--- src/rtl/fetch_stage.sv ---
// Stage I fetch front end: owns the PC, issues synchronous I-cache reads and
// presents inst/pc to decode, handling redirects, stalls and kill bubbles.
module fetch_stage #(
  parameter logic [31:0] RESET_PC = 32'h4000_0000,
  parameter logic [31:0] NOP_INST = 32'h0000_0013
) (
  input  logic        clk,
  input  logic        reset,
  input  logic        stall,
  input  logic [1:0]  pc_sel,
  input  logic [31:0] alu_target,
  input  logic        inst_kill,
  output logic [31:0] icache_addr,
  output logic        icache_re,
  input  logic [31:0] icache_dout,
  output logic [31:0] inst_I,
  output logic [31:0] pc_I,
  output logic        inst_valid_I,
  output logic [31:0] fetch_count
);

  typedef enum logic [1:0] {
    BOOT = 2'd0,
    RUN  = 2'd1,
    HOLD = 2'd2
  } state_t;

  state_t      state_q, state_d;
  logic [31:0] fetch_pc_q, fetch_pc_d;
  logic [31:0] hold_inst_q, hold_inst_d;
  logic [31:0] fetch_count_q, fetch_count_d;

  logic [31:0] slot_inst;
  logic [31:0] next_addr;

  // In HOLD the cache output no longer belongs to the presented slot.
  assign slot_inst = (state_q == HOLD) ? hold_inst_q : icache_dout;
  assign next_addr = (pc_sel == 2'b01) ? {alu_target[31:2], 2'b00}
                                       : fetch_pc_q + 32'd4;

  assign icache_re   = reset;
  assign fetch_count = fetch_count_q;

  always_comb begin
    state_d       = state_q;
    fetch_pc_d    = fetch_pc_q;
    hold_inst_d   = hold_inst_q;
    fetch_count_d = fetch_count_q;
    icache_addr   = fetch_pc_q;
    inst_I        = NOP_INST;
    inst_valid_I  = 1'b0;
    pc_I          = fetch_pc_q;

    case (state_q)
      BOOT: begin
        icache_addr = RESET_PC;
        pc_I        = RESET_PC;
        if (!stall) begin
          fetch_pc_d = RESET_PC;
          state_d    = RUN;
        end
      end
      RUN, HOLD: begin
        inst_I       = inst_kill ? NOP_INST : slot_inst;
        inst_valid_I = ~inst_kill;
        if (stall) begin
          // Re-issue the current address so the cache keeps returning it.
          icache_addr = fetch_pc_q;
          if (state_q == RUN) begin
            hold_inst_d = icache_dout;
            state_d     = HOLD;
          end
        end else begin
          icache_addr   = next_addr;
          fetch_pc_d    = next_addr;
          fetch_count_d = fetch_count_q + {31'd0, inst_valid_I};
          state_d       = RUN;
        end
      end
      default: begin
        state_d = BOOT;
      end
    endcase
  end

  always_ff @(posedge clk or negedge reset) begin
    if (!reset) begin
      state_q       <= BOOT;
      fetch_pc_q    <= RESET_PC;
      hold_inst_q   <= NOP_INST;
      fetch_count_q <= 32'd0;
    end else begin
      state_q       <= state_d;
      fetch_pc_q    <= fetch_pc_d;
      hold_inst_q   <= hold_inst_d;
      fetch_count_q <= fetch_count_d;
    end
  end

endmodule
--- config.mk ---
export PLATFORM = sky130hd
export DESIGN_NAME = fetch_stage
export DESIGN_NICKNAME = d
export VERILOG_FILES = /design/src/rtl/fetch_stage.sv
export SDC_FILE = /design/constraint.sdc
export NUM_CORES = 1
export LEC_CHECK = 0
export CAP_MARGIN = 20
export CORE_MARGIN = 2
export CORE_UTILIZATION = 35
export CTS_CLUSTER_SIZE = 16
export DETAILED_ROUTE_END_ITERATION = 6
export GPL_TIMING_DRIVEN = 0
export PLACE_DENSITY = 0.65
export SYNTH_ARGS = -nofsm -noshare
export SYNTH_HDL_FRONTEND = slang
export SYNTH_SLANG_ARGS = --single-unit
--- constraint.sdc ---
create_clock -name clk -period 5.5 [get_ports clk]
set_input_delay 1.1 -clock clk [delete_from_list [all_inputs] [get_ports clk]]
set_output_delay 1.1 -clock clk [all_outputs]
set_load 0.01 [all_outputs]
==> flow_summary.yaml <==
clock_network:
  numCtsBuffers: 9
  cts_root_buf: "clkbuf_16"
  clk_path_buf_depth: 2
  insertion_delay_ns: 0.36
  cts_setup_buffers: 0
  clkSlewWorstSetupHoldPaths_ns: 0.08
  cts_resized: 0
  cts.htree.levels: 3
  hold_buffers: 0
  clock-sinks: 98
  cts_tree: "done"
sta:
  setup_violations: 0
  final_max_slew_viol_count: 0
  hold_viol_final: 0
  fin_skew_ns: 0.0123
  slew_headroom: 0.388
  worstMarginPinSlew_ns: 0.916
  holdWs_ns: 0.469
  fin_ws_ns: 0.336
  post-route-min-period_ns: 5.16
  fin_setup_tns_ns: 0
  period_share: 0.939
  rsz0062_at_grt: "false"
  timing.fmax_mhz: 194
final_layout:
  layout_commonest_cell: "clkdlybuf4s50_1"
  layout.nets: 1006
  area_growth_pct: 41.3
  fin_cells: 1159
  antenna_cells: 0
  drive_above_1_share: 0.0803
  final_cell_mix: "clkdlybuf4s50_1 (196), dfrtp_1 (94), nand2_1 (91)"
critical_path:
  crit_chain: "clkdlybuf4s50_1, nor3b_1, nand2_1, nor4_1, a211o_1, a21o_1, clkdlybuf4s50_1"
  r2r-end: "fetch_pc_q[20]"
  worstPathArrival_ns: 4.06
  r2r_cells: 8
  critPathBufInv: 2
  critical_path.max_stage_delay_ns: 0.80
  endpoint_kind: "primary output"
  crit_slowest_cell: "nor3b_1"
  crit_family: "simple AND/OR/NAND/NOR gates"
  cp_common_cell: "clkdlybuf4s50_1"
  critPathMaxFanout: 7
  rr_startpoint: "state_q[0]"
  path_class: "input pin to primary output"
  startpoint_type: "input pin"
  cp.required_ns: 4.40
  rrSetupSlack_ns: 2.47
power:
  combPwrFrac: 0.523
  swShare: 0.415
  clkPwrFrac: 0.183
  power.switching_mw: 1.53
  internal-power_mw: 2.17
  power_mw: 3.70
  seqPwrFrac: 0.294
  total_leakage_power_nw: 3.74
  powerDensity_nw_per_um2: 419
  ir_worst_vdd_mv: 0.188
outcome:
  outcome: "finished, final reports clean"
place:
  dp_hpwl_mm: 15.1
  preCtsSetupSlack_ns: 0.348
  port-buffer-count: 197
  dp.cells: 1143
  place.gp.congestion: 0.922
floorplan:
  die_y_um: 138
  rows: 48
  dieArea_sq_um: 18900
  fp.dieW_um: 138
  start_util: 0.360
  coreArea_sq_um: 17400
  ioPinCount: 200
drt:
  antenna_left: 0
  drc: 0
  vias_per_cell: 5.38
  drtIter0Drc: 379
  wirelength_mm: 20.8
  wl_per_cell_um: 17.9
  route.vias.total: 6230
  first_pass_iters: 5
yosys:
  synth_edf_count: 0
  synthesis.area_sq_um: 6250
  netlist_instances: 720
  synth_flop_cell: "dfrtp_1"
  avgSynthCellArea_sq_um: 8.68
  yosysUniqueCellTypes: 65
  ys_ff_latch: 98
  yosysWarnings: 0
  synth_fp_nets: 797
  async_reset_ff_frac: 1.00
  seq_area_frac_synth: 0.393
global_route:
  track_usage: 0.220
  grt_pass1_wl_mm: 32.2
  grt_pass1_vias: 6108
  antenna_found_initial: 0
  overflow: 0
  grt_max_degree: 61
min_path:
  min_path_type: "flop to flop"
  holdPathEnd: "fetch_count[31]"
  hold_depth: 1
  min_from: "fetch_count[31]"
flow_run:
  cap_violations: 0
## synthesized netlist by cell type (2+ instances only)
| cell type | n | share of area |
|---|---|---|
| o211ai_1 | 6 | 0.0072 |
| nor2_1 | 76 | 0.046 |
| buf_1 | 8 | 0.0048 |
| a21o_1 | 21 | 0.025 |
| or4_1 | 3 | 0.0036 |
| nor3b_1 | 2 | 0.0024 |
| and3_1 | 7 | 0.0070 |
| a31oi_1 | 5 | 0.0050 |
| dfrtp_1 | 94 | 0.38 |
| nand3_1 | 38 | 0.030 |
| nand2_1 | 91 | 0.055 |
| a21boi_0 | 2 | 0.0024 |
| nor3_1 | 20 | 0.016 |
| xnor2_1 | 21 | 0.029 |
| a22o_1 | 2 | 0.0028 |
| nor4_2 | 2 | 0.0040 |
| buf_2 | 6 | 0.0048 |
| o211a_1 | 3 | 0.0048 |
| and2_1 | 7 | 0.0070 |
| and4_1 | 2 | 0.0028 |
| ha_1 | 7 | 0.014 |
| mux2_2 | 33 | 0.059 |
| nand4_1 | 25 | 0.025 |
| a211o_1 | 3 | 0.0042 |
| nor4_1 | 7 | 0.0070 |
| a22oi_1 | 8 | 0.0096 |
| buf_4 | 3 | 0.0036 |
| mux2i_1 | 38 | 0.061 |
| nor2b_1 | 36 | 0.036 |
| nand2b_1 | 2 | 0.0020 |
| a21oi_1 | 20 | 0.016 |
| clkbuf_1 | 37 | 0.022 |
| dfstp_2 | 4 | 0.017 |
| a32oi_1 | 2 | 0.0028 |
| xor2_1 | 9 | 0.013 |
| inv_1 | 8 | 0.0048 |
| o21ai_0 | 34 | 0.027 |
## metal layers
layer | up-vias | wire [um] | global-route usage
met2 | 281 | 9300 | 0.357
met1 | 2939 | 9130 | 0.285
met3 | 37 | 1830 | 0.0504
met4 | 0 | 539 | 0.0871
met5 | - | 0 | 0
li1 | 2973 | - | -
## cell type report
class / instances / area [sq um]
buffer: 55 / 226
sequential: 98 / 2460
clock inverter: 7 / 81.3
tap: 225 / 282
timing repair buffer: 198 / 2000
fill: 1701 / 8520
multi-input combinational: 558 / 3530
clock buffer: 9 / 225
inverter: 9 / 33.8
## sequential cells by signal (all words and copies together) (netlist names)
register,cells
state_q,2
hold_inst_q,32
fetch_count,32
fetch_pc_q,32
## power by group through the flow
| stage | Sequential [mW] | Clock, mW | Combinational [mW] |
|---|---|---|---|
| after floorplan | 1.07 | 0 | 1.09 |
| after global placement | 1.09 | 0 | 1.90 |
| after detailed placement | 1.10 | 0 | 1.92 |
| after CTS | 1.09 | 0.693 | 1.93 |
| after global routing | 1.12 | 0.718 | 2.10 |
| final | 1.09 | 0.679 | 1.93 |
## per-stage QoR
stage               cell area [sq um]  utilization
detailed placement               8530        0.491
finish                           8840        0.509
global placement                 8510        0.490
global route                     8840        0.509
CTS                              8840        0.509
floorplan                        6250            -
## worst max path at each step
stage,start,end,slack [ns],cells past startpoint
floorplan,pc_sel[1],icache_addr[8],2.01,7
global placement,reset,icache_re,-1.79,3
detailed placement,stall,icache_addr[20],0.35,7
CTS,stall,icache_addr[20],0.34,7
global route,stall,icache_addr[20],0.15,7
finish,stall,icache_addr[20],0.34,7
## kinds of logic after synthesis
kind of cell,after synthesis,synth area share
adders and majority gates,7,0.0140
DFF,98,0.393
xor gates and xnor gates,30,0.0420
muxes,71,0.120
and+or+nand+nor,329,0.261
AOI/OAI and AO/OA,121,0.128
buffers and inverters,64,0.0416
Note: power is estimated with default switching activity, not from simulation.
